--- config.mk ---
export PLATFORM = sky130hd
export DESIGN_NAME = pic_irq_sequencer_flat
export DESIGN_NICKNAME = d
export VERILOG_FILES = /design/src/rtl/pic_pkg.sv /design/src/rtl/pic_irq_sequencer_if.sv /design/src/rtl/pic_priority_resolver.sv /design/src/rtl/pic_irq_sequencer.sv /design/src/flat_wrapper.sv
export SDC_FILE = /design/constraint.sdc
export NUM_CORES = 1
export LEC_CHECK = 0
export CAP_MARGIN = 20
export CORE_ASPECT_RATIO = 0.7
export CORE_MARGIN = 5
export CORE_UTILIZATION = 59
export DETAILED_ROUTE_END_ITERATION = 8
export GPL_TIMING_DRIVEN = 1
export PLACE_DENSITY = 0.85
export RECOVER_POWER = 25
export SLEW_MARGIN = 20
export SYNTH_ARGS = -nofsm -noshare
export SYNTH_HDL_FRONTEND = slang
export SYNTH_HIERARCHICAL = 1
export SYNTH_SLANG_ARGS = --single-unit
--- constraint.sdc ---
create_clock -name clk -period 14.3 [get_ports clk]
set_input_delay 2.86 -clock clk [delete_from_list [all_inputs] [get_ports clk]]
set_output_delay 2.86 -clock clk [all_outputs]
set_load 0.02 [all_outputs]
--- src/rtl/pic_pkg.sv ---
// Shared types and helpers for the PIC interrupt sequencer.
// Priority rotation is done on a 16-bit container.
package pic_pkg;

    typedef enum logic [1:0] {
        IDLE,
        ACK1,
        ACK2
    } pic_state_e;

    localparam int MIN_IRQ = 2;
    localparam int MAX_IRQ = 16;

    typedef logic [MAX_IRQ-1:0] irq_vec_t;

    function automatic bit num_irq_legal(int n);
        return (n >= MIN_IRQ) && (n <= MAX_IRQ);
    endfunction

    // Bit i of the result is bit (i+amt) mod n of v.
    function automatic irq_vec_t rotate_right(irq_vec_t v, int n, int amt);
        irq_vec_t r;
        int k;
        r = '0;
        for (int i = 0; i < MAX_IRQ; i++) begin
            if (i < n) begin
                k = i + amt;
                if (k >= n) k = k - n;
                r[i[3:0]] = v[k[3:0]];
            end
        end
        return r;
    endfunction

    function automatic irq_vec_t rotate_left(irq_vec_t v, int n, int amt);
        irq_vec_t r;
        int k;
        r = '0;
        for (int i = 0; i < MAX_IRQ; i++) begin
            if (i < n) begin
                k = i + amt;
                if (k >= n) k = k - n;
                r[k[3:0]] = v[i[3:0]];
            end
        end
        return r;
    endfunction

    function automatic logic [3:0] priority_encode(irq_vec_t v);
        logic [3:0] p;
        p = '0;
        for (int i = MAX_IRQ - 1; i >= 0; i--) begin
            if (v[i[3:0]]) p = i[3:0];
        end
        return p;
    endfunction

    // 0 = highest priority, n-1 = lowest
    function automatic int prio_rank(int lvl, int lp, int n);
        int k;
        k = lvl + n - lp - 1;
        if (k >= n) k = k - n;
        return k;
    endfunction

endpackage

--- src/rtl/pic_irq_sequencer_if.sv ---
// CPU-side bus of the PIC sequencer: INTA/poll in, INT and vector out.
// master = CPU / bus buffer side, slave = sequencer side.
interface pic_irq_sequencer_if #(
    parameter int VEC_W = 8
);
    logic             INTA_n;
    logic             poll_req;
    logic             INT;
    logic [VEC_W-1:0] data_out;
    logic             data_out_valid;

    modport master (
        output INTA_n, poll_req,
        input  INT, data_out, data_out_valid
    );

    modport slave (
        input  INTA_n, poll_req,
        output INT, data_out, data_out_valid
    );
endinterface

--- src/rtl/pic_priority_resolver.sv ---
// Combinational rotating-priority resolver: highest priority
// level is lowest+1 (mod NUM_IRQ), descending with wrap.
module pic_priority_resolver
    import pic_pkg::*;
#(
    parameter  int NUM_IRQ = 8,
    localparam int IDX_W   = $clog2(NUM_IRQ)
) (
    input  logic [NUM_IRQ-1:0] req,
    input  logic [IDX_W-1:0]   lowest,
    output logic [IDX_W-1:0]   idx,
    output logic               found
);

    int       top_lvl;
    int       pos;
    irq_vec_t rot;

    always_comb begin
        top_lvl = int'(lowest) + 1;
        if (top_lvl >= NUM_IRQ) top_lvl = 0;
        rot = rotate_right(irq_vec_t'(req), NUM_IRQ, top_lvl);
        pos = int'(priority_encode(rot)) + top_lvl;
        if (pos >= NUM_IRQ) pos = pos - NUM_IRQ;
        found = |req;
        idx   = found ? IDX_W'(pos) : '0;
    end

endmodule

--- src/rtl/pic_irq_sequencer.sv ---
// PIC priority/INTA sequencer: ISR, EOI/AEOI, rotation, vector.
// Optional poll command path: define PIC_POLL_MODE_EN.
module pic_irq_sequencer
    import pic_pkg::*;
#(
    parameter  int NUM_IRQ = 8,
    parameter  int VEC_W   = 8,
    localparam int IDX_W   = $clog2(NUM_IRQ)
) (
    input  logic               clk,
    input  logic               reset_n,
    input  logic               init,
    input  logic [NUM_IRQ-1:0] irr,
    input  logic [NUM_IRQ-1:0] imr,
    input  logic [VEC_W-1:0]   vector_base,
    input  logic               aeoi,
    input  logic               rotate_on_aeoi,
    input  logic               eoi_valid,
    input  logic               eoi_specific,
    input  logic               eoi_rotate,
    input  logic [IDX_W-1:0]   eoi_level,
    input  logic               set_pri_valid,
    input  logic [IDX_W-1:0]   set_pri_level,
    pic_irq_sequencer_if.slave bus,
    output logic [NUM_IRQ-1:0] clear_irr,
    output logic [NUM_IRQ-1:0] isr,
    output logic [IDX_W-1:0]   lowest_priority
);

    if (!num_irq_legal(NUM_IRQ) || VEC_W <= IDX_W) begin : g_bad_cfg
        $error("pic_irq_sequencer: illegal NUM_IRQ or VEC_W");
    end

    localparam logic [IDX_W-1:0] LAST = IDX_W'(NUM_IRQ - 1);

    pic_state_e         state_q, state_n;
    logic               prev_inta_q;
    logic               inta_fall, inta_rise;
    logic [IDX_W-1:0]   ack_q, ack_d;
    logic               spur_q, spur_d;
    logic [IDX_W-1:0]   w_idx, s_idx;
    logic               w_found, s_found;
    logic               int_q, int_d, int_cond;
    logic [VEC_W-1:0]   dout_q, dout_d;
    logic               dv_q, dv_d;
    logic [NUM_IRQ-1:0] isr_q, isr_d, clr_q;
    logic [NUM_IRQ-1:0] set_m, clr_m;
    logic [IDX_W-1:0]   lp_q, lp_d;
    logic               eoi_hit, aeoi_rot;
    logic [IDX_W-1:0]   eoi_lvl;
    logic               unused_bits;

    pic_priority_resolver #(.NUM_IRQ(NUM_IRQ)) u_req_res (
        .req    (irr & ~imr),
        .lowest (lp_q),
        .idx    (w_idx),
        .found  (w_found)
    );

    pic_priority_resolver #(.NUM_IRQ(NUM_IRQ)) u_isr_res (
        .req    (isr_q),
        .lowest (lp_q),
        .idx    (s_idx),
        .found  (s_found)
    );

    assign inta_fall = prev_inta_q & ~bus.INTA_n;
    assign inta_rise = ~prev_inta_q & bus.INTA_n;

    always_ff @(negedge clk or negedge reset_n) begin
        if (!reset_n) begin
            state_q     <= IDLE;
            prev_inta_q <= 1'b1;
            ack_q       <= '0;
            spur_q      <= 1'b0;
            int_q       <= 1'b0;
            dout_q      <= '0;
            dv_q        <= 1'b0;
            clr_q       <= '0;
            isr_q       <= '0;
            lp_q        <= LAST;
        end else if (init) begin
            state_q     <= IDLE;
            prev_inta_q <= 1'b1;
            ack_q       <= '0;
            spur_q      <= 1'b0;
            int_q       <= 1'b0;
            dout_q      <= '0;
            dv_q        <= 1'b0;
            clr_q       <= '0;
            isr_q       <= '0;
            lp_q        <= LAST;
        end else begin
            state_q     <= state_n;
            prev_inta_q <= bus.INTA_n;
            ack_q       <= ack_d;
            spur_q      <= spur_d;
            int_q       <= int_d;
            dout_q      <= dout_d;
            dv_q        <= dv_d;
            clr_q       <= set_m;
            isr_q       <= isr_d;
            lp_q        <= lp_d;
        end
    end

    always_comb begin
        state_n = state_q;
        unique case (state_q)
            IDLE:    if (inta_fall) state_n = ACK1;
            ACK1:    if (inta_rise) state_n = ACK2;
            ACK2:    if (inta_rise) state_n = IDLE;
            default: state_n = IDLE;
        endcase
    end

    always_comb begin
        ack_d    = ack_q;
        spur_d   = spur_q;
        set_m    = '0;
        clr_m    = '0;
        dout_d   = '0;
        dv_d     = 1'b0;
        lp_d     = lp_q;
        eoi_hit  = 1'b0;
        eoi_lvl  = '0;
        aeoi_rot = 1'b0;

        if (state_q == IDLE && inta_fall) begin
            ack_d  = w_found ? w_idx : LAST;
            spur_d = ~w_found;
            if (w_found) set_m[w_idx] = 1'b1;
        end
`ifdef PIC_POLL_MODE_EN
        else if (state_q == IDLE && bus.poll_req) begin
            dv_d            = 1'b1;
            dout_d          = VEC_W'(w_idx);
            dout_d[VEC_W-1] = w_found;
            if (w_found) set_m[w_idx] = 1'b1;
        end
`endif

        if (state_q == ACK2) begin
            if (inta_rise) begin
                if (aeoi && !spur_q) begin
                    clr_m[ack_q] = 1'b1;
                    aeoi_rot     = rotate_on_aeoi;
                end
            end else if (!bus.INTA_n) begin
                dv_d   = 1'b1;
                dout_d = {vector_base[VEC_W-1:IDX_W], ack_q};
            end
        end

        if (eoi_valid) begin
            if (eoi_specific) begin
                if (int'(eoi_level) < NUM_IRQ) begin
                    eoi_hit = 1'b1;
                    eoi_lvl = eoi_level;
                end
            end else if (s_found) begin
                eoi_hit = 1'b1;
                eoi_lvl = s_idx;
            end
        end
        if (eoi_hit) clr_m[eoi_lvl] = 1'b1;

        if (set_pri_valid && int'(set_pri_level) < NUM_IRQ)
            lp_d = set_pri_level;
        else if (eoi_hit && eoi_rotate)
            lp_d = eoi_lvl;
        else if (aeoi_rot)
            lp_d = ack_q;

        // A same-edge set beats any clear of that bit
        isr_d = (isr_q & ~clr_m) | set_m;

        int_cond = w_found && (!s_found ||
            prio_rank(int'(w_idx), int'(lp_q), NUM_IRQ) <
            prio_rank(int'(s_idx), int'(lp_q), NUM_IRQ));
        int_d = (state_n == IDLE) && int_cond;
    end

`ifdef PIC_POLL_MODE_EN
    assign unused_bits = ^vector_base[IDX_W-1:0];
`else
    assign unused_bits = ^{vector_base[IDX_W-1:0], bus.poll_req};
`endif

    assign bus.INT            = int_q;
    assign bus.data_out       = dout_q;
    assign bus.data_out_valid = dv_q;
    assign clear_irr          = clr_q;
    assign isr                = isr_q;
    assign lowest_priority    = lp_q;

endmodule
--- src/flat_wrapper.sv ---
// flat-port wrapper written by rule: the top's interface ports become plain ports
module pic_irq_sequencer_flat import pic_pkg::*;
#(
    parameter  int NUM_IRQ = 8,
    parameter  int VEC_W   = 8,
    localparam int IDX_W   = $clog2(NUM_IRQ)
)
  (clk, reset_n, init, irr, imr, vector_base, aeoi, rotate_on_aeoi, eoi_valid, eoi_specific, eoi_rotate, eoi_level, set_pri_valid, set_pri_level, clear_irr, isr, lowest_priority, bus_INTA_n, bus_poll_req, bus_INT, bus_data_out, bus_data_out_valid);
  pic_irq_sequencer_if #(.VEC_W(VEC_W)) bus_i ();
  input  logic clk;
  input  logic reset_n;
  input  logic init;
  input  logic [NUM_IRQ-1:0] irr;
  input  logic [NUM_IRQ-1:0] imr;
  input  logic [VEC_W-1:0] vector_base;
  input  logic aeoi;
  input  logic rotate_on_aeoi;
  input  logic eoi_valid;
  input  logic eoi_specific;
  input  logic eoi_rotate;
  input  logic [IDX_W-1:0] eoi_level;
  input  logic set_pri_valid;
  input  logic [IDX_W-1:0] set_pri_level;
  output logic [NUM_IRQ-1:0] clear_irr;
  output logic [NUM_IRQ-1:0] isr;
  output logic [IDX_W-1:0] lowest_priority;
  input wire logic [$bits(bus_i.INTA_n)-1:0] bus_INTA_n;
  input wire logic [$bits(bus_i.poll_req)-1:0] bus_poll_req;
  output wire logic [$bits(bus_i.INT)-1:0] bus_INT;
  output wire logic [$bits(bus_i.data_out)-1:0] bus_data_out;
  output wire logic [$bits(bus_i.data_out_valid)-1:0] bus_data_out_valid;
  assign bus_i.INTA_n = bus_INTA_n;
  assign bus_i.poll_req = bus_poll_req;
  assign bus_INT = bus_i.INT;
  assign bus_data_out = bus_i.data_out;
  assign bus_data_out_valid = bus_i.data_out_valid;
  pic_irq_sequencer #(.NUM_IRQ(NUM_IRQ), .VEC_W(VEC_W)) u_core (.clk(clk), .reset_n(reset_n), .init(init), .irr(irr), .imr(imr), .vector_base(vector_base), .aeoi(aeoi), .rotate_on_aeoi(rotate_on_aeoi), .eoi_valid(eoi_valid), .eoi_specific(eoi_specific), .eoi_rotate(eoi_rotate), .eoi_level(eoi_level), .set_pri_valid(set_pri_valid), .set_pri_level(set_pri_level), .bus(bus_i), .clear_irr(clear_irr), .isr(isr), .lowest_priority(lowest_priority));
endmodule
* Yosys cells after proc, flatten, opt, wreduce, memory -nomap -nowiden
Index checks and enable logic that the tools add are counted.
** Storage, ports and cells
- Flip-flop bits (word level) :: 36
- Output and inout port bits :: 29
- Logic and storage cells :: 206
** Cells by class
- Add/subtract/negate cells :: 28
- Order comparisons :: 28
- Eq/ne operators :: 2
- Muxes and demuxes :: 110
- Bitwise operators :: 11
- Reduce and logical (&&, ||, !) cells :: 17
** Operators by type and width (number)
- greater-or-equal comparator 32 x 5 -> 1 bit (second input constant) :: 4
- two-way mux 8 bit :: 12
- two-way mux 4 bit :: 23
- binary-select mux 1 bit (select 4 bit) :: 16
- two-way mux 32 bit :: 2
- subtractor 32 x 2 -> 32 bit (second input constant) :: 2
- subtractor 32 x 4 -> 32 bit :: 2
- subtractor 32 x 5 -> 32 bit (second input constant) :: 2
- two-way mux 3 bit :: 16
- greater-or-equal comparator 5 x 4 -> 1 bit (second input constant) :: 9
- < comparator 4 x 5 -> 1 bit (second input constant) :: 8
- two-way mux 1 bit :: 33
- < comparator 32 bit :: 1
- subtractor 4 bit (second input constant) :: 8
- adder 3 x 4 -> 5 bit (first input constant) :: 4
- AND 8 bit :: 2
- inverter 8 bit :: 2
- bitwise OR 8 bit :: 2
- OR reduction 8 bit :: 2
- < comparator 3 x 4 -> 1 bit (second input constant) :: 3
- adder 2 x 4 -> 5 bit (first input constant) :: 2
- adder 3 x 4 -> 5 bit (second input constant) :: 2
- adder 4 x 4 -> 5 bit :: 2
- demux 1 bit (select 3 bit) :: 3
- 16 further kinds :: 34

* Logic depth before layout (Yosys ltp)
- Depth in word-level cells :: 33
- Gate-level depth with buffers :: 31

* Hierarchy
Netlist, hierarchy kept.
** By module, submodules not included
- pic_irq_sequencer :: instances 1, cells each 260, area each 2467.4 µm², seq. area each 905.9 µm²
- pic_priority_resolver :: instances 2, cells each 94, area each 879.6 µm², seq. area each 0.0 µm²

==> flow_summary_export.csv <==
group,metric,value,unit
die,ports_placed_on_the_boundary,70,
global_routing,antenna_found_initial,0,
logic_synthesis,synth_largest_type_area_fraction,18.9,%
timing,rsz0062_at_grt,"yes",
place,dp_worst_setup_slack,-1.02,ns
timing,timing.final.max_slew_violations,37,
routing,post-route-drc-count,0,
logic_synthesis,synth_edf_count,0,
global_routing,gr-total-overflow,0,
place,placed_area,5320,um^2
logic_synthesis,register_bit_count_reported_by_yosys,36,
routing,drtIter0Drc,336,
logic_synthesis,synth.cell_area,4230,um^2
routing,finalWirelength,12.0,mm
final_layout,mostFrequentLayoutCells,"48 x sky130_fd_sc_hd__clkdlybuf4s50_1, 46 x sky130_fd_sc_hd__ha_1, 44 x sky130_fd_sc_hd__buf_4, 41 x sky130_fd_sc_hd__inv_1",
routing,vias,4014,
setup_path,critical_path.endpoint_type,"flop",
run_status,status,"complete, but fails checks",
global_routing,wire_length_of_the_first_global_routing_pass,20.3,mm
global_routing,via_count_of_the_first_global_routing_pass,4229,
setup_path,worst_ep_required_time,7.28,ns
final_layout,areaGrowthSynthToFinish,30.0,%
place,place_congestion,0.945,
timing,relSlewSlack,-23.9,%
final_layout,fin_nets,652,
logic_synthesis,yosys-mux-area-fraction,14.7,%
final_layout,final_area,5500,um^2
logic_synthesis,asyncSetResetFlopFracSynth,100,%
final_layout,insertedDiodeCount,0,
routing,first_pass_iters,5,
timing,finalSetupViolations,1,
power,worst_ir_drop_vdd,369,uV
clocking,clock_latency,0.35,ns
clocking,clock-sinks,36,
global_routing,grt_util_all_layers,27.5,%
setup_path,category_of_the_worst_setup_path_launch_point,"input port",
final_layout,final_layout_size_suffix_gt1_share,26.1,%
die,die_width,111,um
routing,ant_nets,0,
setup_path,crit_path_max_incr_delay,0.51,ns
logic_synthesis,synth_cell_types,73,
clocking,clk_root_buffer_cell,"sky130_fd_sc_hd__clkbuf_8",
logic_synthesis,count_of_synthesis_stage_warnings_from_yosys,6,
setup_path,slowest_stage,"sky130_fd_sc_hd__mux4_2",
power,p_per_area,240,nW/um^2
logic_synthesis,post_synthesis_share_of_cell_area_spent_on_full_adders_half_adders_and_majority_gates,16.4,%
logic_synthesis,yosys_most_used_dff,"sky130_fd_sc_hd__dfrtn_1",
setup_path,cp.arrival,7.54,ns
logic_synthesis,ys_seq_area_share,21.4,%
logic_synthesis,synth.avg_cell_area,9.43,um^2
timing,final.setup_skew,0.0605,ns
die,placement_rows,25,
final_layout,layout_commonest_cell,"sky130_fd_sc_hd__clkdlybuf4s50_1",
clocking,path_clk_slew,0.05,ns
logic_synthesis,netlist_top_cells_area,"sky130_fd_sc_hd__dfrtn_1 19%, sky130_fd_sc_hd__ha_1 15%, sky130_fd_sc_hd__mux4_1 5.0%",
logic_synthesis,post_synth_and_or_nand_nor_area_fraction,21.0,%
final_layout,num-fill-cells,434,
worst_hold_path,holdCritPathClass,"reg2reg",
routing,avgRoutedWirePerCell,18.4,um
logic_synthesis,synth-compound-area-share,17.6,%
setup_path,path_max_fanout,3,
die,dieHeight,80.8,um
logic_synthesis,netlist.top_cell.by_area,"sky130_fd_sc_hd__dfrtn_1",
power,leakage,2.56,nW
timing,hold_viol_final,0,
die,initial_utilization,61.7,%
logic_synthesis,synth_top_family_by_area,"simple AND/OR/NAND/NOR gates",
die,placeableCoreArea,6850,um^2
global_routing,pin_count_of_the_biggest_net_entering_global_routing,37,
timing,tightest_slew,1.86,ns
clocking,ctsHtreeMaxLevel,2,
logic_synthesis,post_synth_xor_area_fraction,2.28,%
die,die-area,8980,um^2
timing,setup_ws,-0.255,ns
clocking,tritoncts_clock_tree,"built",
run_status,failed_checks,"max-capacitance violations, max-slew violations, negative setup slack",
clocking,ctsLongestPathBuffers,2,
place,dpl.hpwl,9.28,mm
place,numPortBuffers,65,
clocking,ctsHoldBuffers,0,
clocking,tritoncts_buffers,5,
setup_path,timing_worst_setup_path_type,"in2reg",
job,cap_viol_max_count,1,
routing,route.detailed.vias_per_inst,6.15,
logic_synthesis,synthCells,448,
[per-layer routing]
| layer | track usage (%) | up-vias | part of all wire [%] |
|---|---|---|---|
| met2 | 49.0 | 172 | 49 |
| met3 | 5.58 | 30 | 6.9 |
| met5 | 0 | - | 0 |
| li1 | - | 1877 | - |
| met1 | 34.2 | 1935 | 41 |
| met4 | 8.75 | 0 | 2.5 |
[flip-flops by register name, summed over array words and instances (netlist names)]
signal                     cells
u_core/bus.data_out            8
u_core/clear_irr               8
u_core/isr                     8
u_core/ack_q                   3
u_core/lowest_priority         3
u_core/state_q                 2
u_core/bus.INT                 1
u_core/bus.data_out_valid      1
u_core/prev_inta_q             1
u_core/spur_q                  1
[repair_timing]
item                                    CTS  global route
gates resized for setup                  65            12
cloned                                    0             0
pin swaps                                14             5
endpoints found under the setup margin    1             1
buffers inserted                         10             2
[report_power, final]
group	switching (mW)	total (mW)	internal, mW
Sequential	0.0180	0.134	0.116
Combinational	0.578	1.11	0.532
Clock	0.0379	0.0735	0.0355
[cell type report]
| cell class | count | area [um^2] | area share, % |
|---|---|---|---|
| multi-input cells | 358 | 3280 | 59.6 |
| repair buffers | 112 | 946 | 17.2 |
| flip-flops and latches | 36 | 906 | 16.5 |
| inverters | 41 | 154 | 2.80 |
| well taps | 94 | 118 | 2.14 |
| clock buffers | 7 | 76.3 | 1.39 |
| clock inverters | 5 | 20.0 | 0.364 |
[cell usage after synthesis, types with 8 or more instances]
master / n
sky130_fd_sc_hd__o21ai_0: 15
sky130_fd_sc_hd__ha_1: 49
sky130_fd_sc_hd__and2_1: 11
sky130_fd_sc_hd__a21oi_1: 16
sky130_fd_sc_hd__dfrtn_1: 32
sky130_fd_sc_hd__mux4_1: 8
sky130_fd_sc_hd__inv_1: 40
sky130_fd_sc_hd__nor2_1: 19
sky130_fd_sc_hd__nand3_1: 13
sky130_fd_sc_hd__nor2b_1: 15
sky130_fd_sc_hd__nand2_1: 32
sky130_fd_sc_hd__mux4_2: 8
sky130_fd_sc_hd__clkbuf_1: 9
sky130_fd_sc_hd__nand2b_1: 11
sky130_fd_sc_hd__mux2i_1: 9
[logic make-up (layout without fill, tap and decap cells)]
family,count (synthesis),in the layout
and+or+nand+nor,149,149
other,4,8
xor gates and xnor gates,11,11
adders and majority gates,53,53
muxes,36,36
buffers and inverters,58,165
DFF,36,36
AOI/OAI and AO/OA,101,101
[stage by stage]
step	utilization, %	hold WS (ns)	std cells	setup TNS, ns	total power [mW]
after floorplan	-	0.439	452	-0.341	0.840
after global placement	77.6	0.461	630	-0.842	1.07
after detailed placement	77.6	0.504	630	-1.02	1.13
after CTS	79.3	0.499	651	-0.280	1.24
after global routing	80.2	0.551	653	-0.520	1.45
final	80.2	0.498	653	-0.255	1.32
[critical path: cells and delay by family]
family | cells | cell delay (ns)
XOR/XNOR | 2 | 0.35
AO/OA/AOI/OAI | 6 | 0.76
multiplexers | 4 | 1.12
adder cells (fa/ha/maj) | 5 | 1.13
buffers and inverters | 4 | 0.40
AND/OR/NAND/NOR | 6 | 0.90
[worst paths after layout]
check / start / end / slack (ns) / depth (start not counted)
setup / recovery: irr[1] / u_core/bus.INT$_DFF_NN0_ / -0.26 / 27
min in group asynchronous: reset_n / u_core/state_q[0]$_DFF_NN0_ / 10.64 / 2
hold / removal: u_core/spur_q$_DFFE_NN0P_ / u_core/spur_q$_DFFE_NN0P_ / 0.50 / 2
hold reg to reg: u_core/spur_q$_DFFE_NN0P_ / u_core/spur_q$_DFFE_NN0P_ / 0.50 / 2
setup reg to reg: u_core/lowest_priority[0]$_DFFE_NN1P_ / u_core/bus.INT$_DFF_NN0_ / 6.85 / 28
max in group asynchronous: reset_n / u_core/clear_irr[2]$_DFF_NN0_ / 2.58 / 2
No activity file was read; power rests on OpenSTA's default activity.
